File: config.mk
export PLATFORM = sky130hd
export DESIGN_NAME = bcg_ram_arbiter_flat
export DESIGN_NICKNAME = d
export VERILOG_FILES = /design/src/rtl/bcg_ram_arbiter_if.sv /design/src/rtl/bcg_ram_arbiter.sv /design/src/flat_wrapper.sv
export SDC_FILE = /design/constraint.sdc
export NUM_CORES = 1
export LEC_CHECK = 0
export ABC_AREA = 1
export CORE_MARGIN = 2
export CORE_UTILIZATION = 58
export CTS_CLUSTER_DIAMETER = 80
export DETAILED_ROUTE_END_ITERATION = 7
export PLACE_DENSITY = 0.86
export SYNTH_ARGS = -nofsm -noshare
export SYNTH_HDL_FRONTEND = slang
export SYNTH_SLANG_ARGS = --single-unit
File: constraint.sdc
create_clock -name clk -period 4.7 [get_ports clk]
set_input_delay 1.41 -clock clk [delete_from_list [all_inputs] [get_ports clk]]
set_output_delay 1.41 -clock clk [all_outputs]
set_load 0.005 [all_outputs]
File: src/rtl/bcg_ram_arbiter_if.sv
// Bus bundle around the background RAM arbiter: fetcher port, CPU bus port,
// RAM macro port and the posted-write level.
interface bcg_ram_arbiter_if #(
  parameter int ADDR_W      = 13,
  parameter int DATA_W      = 8,
  parameter int WFIFO_DEPTH = 4
);
  localparam int LVL_W = $clog2(WFIFO_DEPTH) + 1;

  logic              vid_active;
  logic [ADDR_W-1:0] vid_addr;
  logic [DATA_W-1:0] vid_rdata;

  logic              cpu_req;
  logic              cpu_we;
  logic [ADDR_W-1:0] cpu_addr;
  logic [DATA_W-1:0] cpu_wdata;
  logic              cpu_ready;
  logic              cpu_rvalid;
  logic [DATA_W-1:0] cpu_rdata;
  logic [LVL_W-1:0]  wfifo_level;

  logic [ADDR_W-1:0] ram_addr;
  logic              ram_we;
  logic [DATA_W-1:0] ram_wdata;
  logic [DATA_W-1:0] ram_q;

  // The arbiter side.
  modport slave (
    input  vid_active, vid_addr, cpu_req, cpu_we, cpu_addr, cpu_wdata, ram_q,
    output vid_rdata, cpu_ready, cpu_rvalid, cpu_rdata, wfifo_level,
           ram_addr, ram_we, ram_wdata
  );

  // The surrounding system: fetcher, CPU bridge and RAM macro.
  modport master (
    output vid_active, vid_addr, cpu_req, cpu_we, cpu_addr, cpu_wdata, ram_q,
    input  vid_rdata, cpu_ready, cpu_rvalid, cpu_rdata, wfifo_level,
           ram_addr, ram_we, ram_wdata
  );
endinterface

File: src/rtl/bcg_ram_arbiter.sv
// Single-port background RAM arbiter: fetcher has absolute priority, CPU writes
// are posted and drained in blanking, CPU reads wait for all posted writes.
//   state  | meaning
//   R_IDLE | no read outstanding
//   R_WAIT | read latched, waiting for a blanking cycle to issue
//   R_DATA | read issued last cycle, ram_q holds the data
module bcg_ram_arbiter #(
  parameter int ADDR_W      = 13,
  parameter int DATA_W      = 8,
  parameter int WFIFO_DEPTH = 4
) (
  input logic              clk,
  input logic              rst,
  bcg_ram_arbiter_if.slave bus
);
  localparam int PTR_W = $clog2(WFIFO_DEPTH);
  localparam int LVL_W = PTR_W + 1;
  localparam logic [LVL_W-1:0] DEPTH_LVL = LVL_W'(WFIFO_DEPTH);

  typedef enum logic [1:0] {
    R_IDLE = 2'd0,
    R_WAIT = 2'd1,
    R_DATA = 2'd2
  } rd_state_e;

  rd_state_e state_q, state_d;

  logic [ADDR_W-1:0] addr_mem_q [WFIFO_DEPTH];
  logic [ADDR_W-1:0] addr_mem_d [WFIFO_DEPTH];
  logic [DATA_W-1:0] data_mem_q [WFIFO_DEPTH];
  logic [DATA_W-1:0] data_mem_d [WFIFO_DEPTH];
  logic [PTR_W-1:0]  wr_ptr_q, wr_ptr_d;
  logic [PTR_W-1:0]  rd_ptr_q, rd_ptr_d;
  logic [LVL_W-1:0]  level_q, level_d;
  logic [ADDR_W-1:0] rd_addr_q, rd_addr_d;
  logic [DATA_W-1:0] rdata_q, rdata_d;
  logic              rvalid_q, rvalid_d;

  logic rd_pend, fifo_empty, pop, push, rd_acc, issue, ready;

  // Ready is judged on the current level only, so a full FIFO never accepts
  // a push even while it is draining in the same cycle.
  always_comb begin
    rd_pend    = (state_q != R_IDLE);
    fifo_empty = (level_q == '0);
    pop        = !bus.vid_active && !fifo_empty;
    issue      = (state_q == R_WAIT) && !bus.vid_active && fifo_empty;
    if (rd_pend)         ready = 1'b0;
    else if (bus.cpu_we) ready = (level_q < DEPTH_LVL);
    else                 ready = fifo_empty;
    push   = bus.cpu_req && ready && bus.cpu_we;
    rd_acc = bus.cpu_req && ready && !bus.cpu_we;
  end

  always_comb begin
    addr_mem_d = addr_mem_q;
    data_mem_d = data_mem_q;
    wr_ptr_d   = wr_ptr_q;
    rd_ptr_d   = rd_ptr_q;
    if (push) begin
      addr_mem_d[wr_ptr_q] = bus.cpu_addr;
      data_mem_d[wr_ptr_q] = bus.cpu_wdata;
      wr_ptr_d             = wr_ptr_q + PTR_W'(1);
    end
    if (pop) rd_ptr_d = rd_ptr_q + PTR_W'(1);
    level_d = level_q + LVL_W'(push) - LVL_W'(pop);
  end

  always_comb begin
    state_d   = state_q;
    rd_addr_d = rd_addr_q;
    case (state_q)
      R_IDLE: if (rd_acc) begin
        rd_addr_d = bus.cpu_addr;
        state_d   = R_WAIT;
      end
      R_WAIT: if (issue) state_d = R_DATA;
      R_DATA: state_d = R_IDLE;
      default: state_d = R_IDLE;
    endcase
  end

  // RAM data is captured in R_DATA even if the fetcher takes the port back.
  always_comb begin
    rvalid_d      = (state_q == R_DATA);
    rdata_d       = (state_q == R_DATA) ? bus.ram_q : rdata_q;
    bus.ram_addr  = '0;
    bus.ram_we    = 1'b0;
    bus.ram_wdata = '0;
    if (bus.vid_active) begin
      bus.ram_addr = bus.vid_addr;
    end else if (pop) begin
      bus.ram_addr  = addr_mem_q[rd_ptr_q];
      bus.ram_wdata = data_mem_q[rd_ptr_q];
      bus.ram_we    = 1'b1;
    end else if (state_q == R_WAIT) begin
      bus.ram_addr = rd_addr_q;
    end
  end

  always_ff @(posedge clk or negedge rst) begin
    if (!rst) begin
      state_q    <= R_IDLE;
      addr_mem_q <= '{default: '0};
      data_mem_q <= '{default: '0};
      wr_ptr_q   <= '0;
      rd_ptr_q   <= '0;
      level_q    <= '0;
      rd_addr_q  <= '0;
      rdata_q    <= '0;
      rvalid_q   <= 1'b0;
    end else begin
      state_q    <= state_d;
      addr_mem_q <= addr_mem_d;
      data_mem_q <= data_mem_d;
      wr_ptr_q   <= wr_ptr_d;
      rd_ptr_q   <= rd_ptr_d;
      level_q    <= level_d;
      rd_addr_q  <= rd_addr_d;
      rdata_q    <= rdata_d;
      rvalid_q   <= rvalid_d;
    end
  end

  assign bus.cpu_ready   = ready;
  assign bus.cpu_rvalid  = rvalid_q;
  assign bus.cpu_rdata   = rdata_q;
  assign bus.wfifo_level = level_q;
  assign bus.vid_rdata   = bus.ram_q;
endmodule

File: src/flat_wrapper.sv
// flat-port wrapper written by rule: the top's interface ports become plain ports
module bcg_ram_arbiter_flat 
#(
  parameter int ADDR_W      = 13,
  parameter int DATA_W      = 8,
  parameter int WFIFO_DEPTH = 4
)
  (clk, rst, bus_vid_active, bus_vid_addr, bus_cpu_req, bus_cpu_we, bus_cpu_addr, bus_cpu_wdata, bus_ram_q, bus_vid_rdata, bus_cpu_ready, bus_cpu_rvalid, bus_cpu_rdata, bus_wfifo_level, bus_ram_addr, bus_ram_we, bus_ram_wdata);
  bcg_ram_arbiter_if #(.ADDR_W(ADDR_W), .DATA_W(DATA_W), .WFIFO_DEPTH(WFIFO_DEPTH)) bus_i ();
  input logic clk;
  input logic rst;
  input wire logic [$bits(bus_i.vid_active)-1:0] bus_vid_active;
  input wire logic [$bits(bus_i.vid_addr)-1:0] bus_vid_addr;
  input wire logic [$bits(bus_i.cpu_req)-1:0] bus_cpu_req;
  input wire logic [$bits(bus_i.cpu_we)-1:0] bus_cpu_we;
  input wire logic [$bits(bus_i.cpu_addr)-1:0] bus_cpu_addr;
  input wire logic [$bits(bus_i.cpu_wdata)-1:0] bus_cpu_wdata;
  input wire logic [$bits(bus_i.ram_q)-1:0] bus_ram_q;
  output wire logic [$bits(bus_i.vid_rdata)-1:0] bus_vid_rdata;
  output wire logic [$bits(bus_i.cpu_ready)-1:0] bus_cpu_ready;
  output wire logic [$bits(bus_i.cpu_rvalid)-1:0] bus_cpu_rvalid;
  output wire logic [$bits(bus_i.cpu_rdata)-1:0] bus_cpu_rdata;
  output wire logic [$bits(bus_i.wfifo_level)-1:0] bus_wfifo_level;
  output wire logic [$bits(bus_i.ram_addr)-1:0] bus_ram_addr;
  output wire logic [$bits(bus_i.ram_we)-1:0] bus_ram_we;
  output wire logic [$bits(bus_i.ram_wdata)-1:0] bus_ram_wdata;
  assign bus_i.vid_active = bus_vid_active;
  assign bus_i.vid_addr = bus_vid_addr;
  assign bus_i.cpu_req = bus_cpu_req;
  assign bus_i.cpu_we = bus_cpu_we;
  assign bus_i.cpu_addr = bus_cpu_addr;
  assign bus_i.cpu_wdata = bus_cpu_wdata;
  assign bus_i.ram_q = bus_ram_q;
  assign bus_vid_rdata = bus_i.vid_rdata;
  assign bus_cpu_ready = bus_i.cpu_ready;
  assign bus_cpu_rvalid = bus_i.cpu_rvalid;
  assign bus_cpu_rdata = bus_i.cpu_rdata;
  assign bus_wfifo_level = bus_i.wfifo_level;
  assign bus_ram_addr = bus_i.ram_addr;
  assign bus_ram_we = bus_i.ram_we;
  assign bus_ram_wdata = bus_i.ram_wdata;
  bcg_ram_arbiter #(.ADDR_W(ADDR_W), .DATA_W(DATA_W), .WFIFO_DEPTH(WFIFO_DEPTH)) u_core (.clk(clk), .rst(rst), .bus(bus_i));
endmodule
# Yosys cells after proc, flatten, opt, wreduce, memory -nomap -nowiden
# Index checks and enable logic that the tools add are counted.
# totals
regBits	115
out_inout_bits	43
elab_cells	68
# classes
n_addsub	4
magnitude_cmp	4
eq_ne	4
mux	24
bitwise	2
n_reduce_logical	15
# ops
cell	count
13-bit 2-to-1 mux	6
52-bit bitwise mux	1
8-bit 2-to-1 mux	5
32-bit bitwise mux	1
13-bit binary-select mux with 2-bit select	1
13-bit demux with 2-bit select	1
8-bit binary-select mux with 2-bit select	1
8-bit demux with 2-bit select	1
1-bit logical AND	7
3-bit greater-or-equal comparator (second input constant)	2
2-bit inverter with 3-bit output	2
2-bit by 1-bit adder with 2-bit output (second input constant)	2
1-bit 2-to-1 mux	4
2-bit 2-to-1 mux	2
2-bit by 1-bit != test with 1-bit output (second input constant)	2
2-bit case mux with 2 select lines	1
2-bit AND reduction	2
3-bit by 1-bit adder with 3-bit output	1
1-bit logical NOT	3
3-bit logical NOT	1
3-bit by 1-bit less-than comparator with 1-bit output (second input constant)	1
3-bit less-than comparator (second input constant)	1
3-bit by 1-bit subtractor with 3-bit output	1
2-bit by 1-bit == test with 1-bit output (second input constant)	1
3 further kinds	3

# Longest topological paths before layout
# Gate-level depths: netlist (run 1).
# logic_depth
depth_word	7
ltp_mapped	10
ltp_nobuf	9

# Worst setup path after synthesis (run 1)
# No wires, ideal clock.
# synth_path
kind	input -> output
startpoint	input bus_vid_active
endpoint	output bus_ram_addr[10]
arrival_ns	2.099
slack_ns	1.191
path_stages	6
path_buffers	1
path_cell_list	inv_1 -> nand2_1 -> inv_1 -> buf_2 -> nand2_1 -> nand3_1
# synth_via
elab_chain_cells	4
# synth_lines
item	line	rtl
start: declaration	flat_wrapper.sv:12	input wire logic [$bits(bus_i.vid_active)-1:0] bus_vid_active;
1-bit logical NOT	bcg_ram_arbiter.sv:46	pop = !bus.vid_active && !fifo_empty;
1-bit logical AND	bcg_ram_arbiter.sv:46	
13-bit 2-to-1 mux	bcg_ram_arbiter.sv:92	end else if (pop) begin
13-bit 2-to-1 mux *	bcg_ram_arbiter.sv:90	if (bus.vid_active) begin
end: declaration	flat_wrapper.sv:24	output wire logic [$bits(bus_i.ram_addr)-1:0] bus_ram_addr;
# Every way passes the cells marked *; elsewhere a longest branch is shown, timed or not.

# Worst setup path in the final report (run 1)
# layout_path
startpoint	input bus_vid_active
endpoint	output bus_ram_addr[8]
# Same word-level chain as after synthesis.

==> results.json, run 1 <==
{
  "fin_nets": 844,
  "clkSinkCount": 115,
  "drc_errors": 0,
  "power.leakage_nw": 3.49,
  "drt-total-wl_um": 15600,
  "finalCriticalPeriod_ps": 4560,
  "required_ps": 3290,
  "tritoncts": "built",
  "yosysWarnings": 0,
  "min_path_type": "flop to flop",
  "reg2reg_to": "u_core.addr_mem_q[9]$_DFFE_PN0P_",
  "r2r_slack_ps": 2240,
  "setup_viol": 0,
  "clk_path_buf_depth": 2,
  "track_usage": 0.318,
  "gr-total-overflow": 0,
  "clk_pin_slew_ps": 50,
  "powerDensity_nw_per_um2": 644,
  "ys_ff_latch": 115,
  "cts_buffers": 17,
  "crit_arrival_ps": 3150,
  "clock_latency_ps": 510,
  "max-vdd-ir-drop_uv": 313,
  "maxSlewViolCount": 0,
  "dieArea_um2": 10400,
  "timing.final.hold_violations": 0,
  "crit_type": "input pin to primary output",
  "tightest_slew_ps": 1070,
  "syn_to_final_growth_pct": 24.6,
  "post_cts_resized": 0,
  "final-seq-area_um2": 2880,
  "slew_headroom": 0.287,
  "num_rows": 35,
  "grt_start_max_net_pins": 88,
  "status": "finished clean",
  "multi_input_area_um2": 2330,
  "diodes": 0,
  "drtPass1Iterations": 5,
  "syn_nets": 774,
  "layout_common_cells": "252 x nand2_1, 115 x dfrtp_1, 97 x nand3_1",
  "start_util": 0.600,
  "dp_hpwl_um": 9360,
  "fmax_ghz": 0.219,
  "pin_count": 90,
  "drive_gt1_frac": 0.0588,
  "cp_max_fo": 16,
  "hold_buffers": 0,
  "ff2ff_path_depth": 5,
  "final_common_cell": "nand2_1",
  "cap_violations": 0,
  "worstHoldStart": "u_core.bus.cpu_rdata[1]$_DFFE_PN0P_",
  "syn_inst": 720,
  "hold_path_end": "u_core.bus.cpu_rdata[1]$_DFFE_PN0P_",
  "viasPerCell": 5.73,
  "postRouteAntennaNets": 0,
  "n_fill_cell": 679,
  "report.power.total_mw": 4.47,
  "coreArea_um2": 9280,
  "port_buffers": 89,
  "fin_worst_skew_ps": 9.19,
  "tns_ps": 0,
  "whs_ps": 473,
  "vias": 5320,
  "finalCritPeriodShare": 0.970,
  "seq_area_frac_synth": 0.516,
  "die_y_um": 102,
  "avgSynthCellArea_um2": 7.74,
  "grt_pass1_vias": 5253,
  "die_w_um": 102,
  "cts-root-buf": "clkbuf_8",
  "h-tree-depth": 4,
  "syn-cell-area_um2": 5570,
  "hold-path-cell-count": 2,
  "grt_pass1_wl_um": 25300,
  "r2r_start": "u_core.wr_ptr_q[0]$_DFFE_PN0P_",
  "start_kind": "input pin",
  "rsz0062_at_grt": "no",
  "cp-end-kind": "primary output",
  "antenna_found_initial": 0,
  "gp_congestion": 0.834,
  "dr.first_iter.drc_count": 620,
  "wire_per_inst_um": 16.8,
  "cts_setup_buffers": 0,
  "ys_types": 23
}
sequential cells by signal, indices dropped and copies added (netlist names):
name,cells
u_core.addr_mem_q,52
u_core.bus.cpu_rvalid,1
u_core.bus.wfifo_level,3
u_core.bus.cpu_rdata,8
u_core.data_mem_q,32
u_core.wr_ptr_q,2
u_core.state_q,2
u_core.rd_ptr_q,2
u_core.rd_addr_q,13
layer usage:
layer,global-route usage,part of all wire,routed length [um]
met2,0.544,0.51,7920
met3,0.0725,0.082,1280
met4,0.149,0.029,456
met1,0.383,0.38,5900
met5,0,0,0
per-stage QoR:
step                 util  area [um2]  setup slack, ps  std cells
CTS                 0.748        6950              164        928
global route        0.748        6950             43.2        928
floorplan               -        5570             1190        720
global placement    0.696        6460              263        900
finish              0.748        6950              142        928
detailed placement  0.696        6460              186        900
critical path, cell delays in order:
cell and delay, ps:
clkdlybuf4s50_1 450, inv_1 70, nand2_1 60, inv_1 390, nand2_1 150, nand3_1 100
clkdlybuf4s50_1 510
final cells by class:
| class | instances | area share |
|---|---|---|
| Sequential cell | 115 | 0.414 |
| Multi-Input combinational cell | 527 | 0.336 |
| Timing Repair Buffer | 102 | 0.142 |
| Clock buffer | 22 | 0.0652 |
| Tap cell | 129 | 0.0232 |
| Inverter | 27 | 0.0146 |
| Clock inverter | 6 | 0.00504 |
synth_stat cells (all sizes together):
cell type  instances  area, um2
nand2            252        946
dfrtp            115       2880
nand3             99        505
nor2              81        319
o21ai             72        364
buf               31        189
inv               27        101
clkbuf            20       75.1
a21oi              8       40.0
ha                 6       75.1
nand4              4       25.0
xor2               2       17.5
fa                 1       20.0
nor3               1       10.0
xnor2              1       8.76
cell families after synthesis:
group / count (synthesis) / share of synthesized area
AOI/OAI and AO/OA: 80 / 0.0725
xor gates and xnor gates: 3 / 0.00471
adders and majority gates: 7 / 0.0171
buffers and inverters: 78 / 0.0655
DFF: 115 / 0.516
and+or+nand+nor: 437 / 0.324
report_power, final:
part / switching [mW] / leakage [nW] / internal (mW)
Clock: 0.413 / 0.238 / 0.657
Combinational: 1.04 / 1.77 / 0.703
Sequential: 0.256 / 1.48 / 1.41
Total: 1.70 / 3.49 / 2.77
how the worst max path moves through the flow:
stage | slack (ps) | end | from
after floorplan | 1190 | bus_ram_addr[10] | bus_vid_active
after global placement | 260 | bus_ram_addr[4] | bus_vid_active
after detailed placement | 190 | bus_ram_addr[8] | bus_vid_active
after CTS | 160 | bus_ram_addr[8] | bus_vid_active
after global routing | 40 | bus_ram_addr[12] | bus_vid_active
final | 140 | bus_ram_addr[8] | bus_vid_active
Power figures use the tool's default switching activity.
==> run 2, diff against run 1 <==
CTS_CLUSTER_SIZE = 8   (was default)
SKIP_LAST_GASP = 1   (was default)
==> results of run 2 <==
No change in the layout: final DEF, timing and power equal those of run 1.
==> RTL edit (config.mk and constraints of run 1) <==
Take the reset off `rdata_q` and load it in a clocked block of its own.
--- a/src/rtl/bcg_ram_arbiter.sv
+++ b/src/rtl/bcg_ram_arbiter.sv
@@ -107,7 +107,6 @@
       rd_ptr_q   <= '0;
       level_q    <= '0;
       rd_addr_q  <= '0;
-      rdata_q    <= '0;
       rvalid_q   <= 1'b0;
     end else begin
       state_q    <= state_d;
@@ -117,9 +116,12 @@
       rd_ptr_q   <= rd_ptr_d;
       level_q    <= level_d;
       rd_addr_q  <= rd_addr_d;
-      rdata_q    <= rdata_d;
       rvalid_q   <= rvalid_d;
     end
+  end
+
+  always_ff @(posedge clk) begin
+    rdata_q <= rdata_d;
   end
 
   assign bus.cpu_ready   = ready;
Behaviour: differs if rst is asserted again (counterexample within 4 cycles, from zero or initial values and one cycle with rst low); with rst held inactive, the same outputs for 4 cycles.
==> RTL edit against run 1 <==
- final area increased by 1.1%
- area after synthesis decreased by 1.2%
- worst setup slack improved by 0.11 ns
- largest power group unchanged
- power is 3.0% higher
- wire length increased by 4.1%
- clock skew increased by 0.0018 ns
- final cell count down 1.9%
- fmax grew 2.4%
- sequential cell count unchanged
- highest routed layer unchanged
==> RTL edit: results (changes against run 1) <==
- Top flop regs: u_core.addr_mem_q: 52 flops, u_core.data_mem_q: 32 flops, u_core.rd_addr_q: 13 flops
- Wire length on met2: 7954 microns (+0.40%)
- Cell count after synthesis: 695 (-3.5%)
- Gr busiest metal: met2
- Worst clock skew: 0.01100 ns (+0.001807 ns)
- Worst-path maximum fanout: 4 (-12)
- Critical Path AT: 3.04 ns (-0.11 ns)
- Post-synth top cells: 246 x nand2_1, 116 x nand3_1, 107 x dfrtp_1
- Grt met3 use: 9.179% (+1.9 points)
- Initial antenna violation count: 0 (unchanged)
- Net Count, Synth: 749 (-3.2%)
- Initial DRC count: 737 (+19%)
- Htree depth: 4 (unchanged)
- Area after DPL: 6417 sq um (-0.62%)
- M2 GR Usage: 53.13% (-1.2 points)
- Async SR Flop Fraction: 93.04% (-7.0 points)
- Met3 WL: 1769 microns (+38%)
- Largest net degree at the start of global routing: 88 (unchanged)
- Post-synth EDFFs: 8 (+8)
- Static Leak: 3.466 nW (-0.83%)
- IO buf count: 89 (unchanged)
- VDD IR max: 364.4 uV (+16%)
- CTS resizes: 0 (unchanged)
- Dominant cells by area after synthesis: dfrtp_1 49%, nand2_1 17%, nand3_1 11%, o21ai_0 4.5%, edfxtp_1 4.4%
- Via Count: 5440 (+2.3%)
- Nets: 822 (-2.6%)
- Run status: completed
- Post-DP HPWL: 9088 microns (-2.9%)
- Class of the worst hold path: reg2reg
- Slew at the pin closest to its max-slew limit: 1.186 ns (+0.1162 ns)
- DP Worst Slack: 0.2718 ns (+0.08617 ns)
- Post-CTS setup buffer count: 0 (unchanged)
- Wire length on met1: 5908 microns (+0.20%)
- Layout cells sized above 1: 6.786% (+0.90 points)
- Crit path max-delay family: buffers and inverters
- Antenna diodes: 0 (unchanged)
- Final WL: 16200 microns (+4.1%)
- First-pass GRT wire length: 25740 microns (+1.8%)
- Seq/Total Area, Yosys: 52.98% (+1.3 points)
- Top_reg_cell synth: dfrtp_1
- Slowest library cell on the worst path: clkdlybuf4s50_1
- Gr usage total: 32.76% (+0.99 points)
- Yosys cell types: 24 (+4.3%)
- Max Used Layer: met4
- Met1 Use GR: 40.83% (+2.5 points)
- Count of placed standard cells including taps: 878 (-2.4%)
- RD Place Congestion: 0.8041 (-3.6%)
- Fin cells: 910 (-1.9%)
- CTS root buf: clkbuf_8
- CTS Buf Count: 17 (unchanged)
- Yosys warning count: 0 (unchanged)
- Reg clk slew, reported paths: 0.06 ns
- Drt pass-1 iters: 7 (+2)
==> RTL edit: changes by cell type after synthesis, moves of 2 or more <==
cell      change
nand2_1       -6
dfrtp_1       -8
inv_1         -2
o21ai_0      -18
edfxtp_1      +8
clkbuf_1      +6
nand3_1      +19
buf_2         -6
nor2_1       -18
==> RTL edit: layout make-up <==
cell class              count  area [sq um]
flip-flops and latches    115          2918
multi-input cells         503          2232
fillers                   602          2218
repair buffers            105          1008
clock buffers              17         414.1
clock inverters            15         190.2
well taps                 129         161.4
inverters                  26         97.59
==> RTL edit: worst register-to-register path, stage by stage (launching register included) <==
cell,delay (ns)
dfrtp_1,0.40
ha_1,0.88
nand4_1,0.62
buf_4,0.41
nand2_1,0.08
nand2_1,0.07
==> RTL edit: worst paths after layout <==
kind,slack (ns),startpoint,cells after the start,end
worst max-delay path,0.25,bus_vid_active,8,bus_ram_addr[4]
worst min-delay path,0.48,u_core.data_mem_q[21],2,u_core.data_mem_q[21]
worst max register to register,2.11,u_core.wr_ptr_q[0],5,u_core.addr_mem_q[9]
worst min register to register,0.48,u_core.data_mem_q[21],2,u_core.data_mem_q[21]
max in group asynchronous,2.83,rst,2,u_core.addr_mem_q[40]
min in group asynchronous,1.02,rst,1,u_core.bus.wfifo_level[2]
==> RTL edit: kinds of logic after synthesis <==
kind of cell               Yosys count  share of synthesized area [%]
AOI/OAI and AO/OA                   62                          5.634
xor gates and xnor gates             3                         0.4771
adders and majority gates            7                          1.726
buffers and inverters               77                          6.497
DFF                                115                          52.98
and+or+nand+nor                    431                          32.69
==> RTL edit: power breakdown <==
part	leakage, nW	internal, mW	switching [mW]
clock network	0.285	0.854	0.473
logic	1.71	0.632	1.02
registers	1.47	1.39	0.244
total	3.47	2.88	1.73
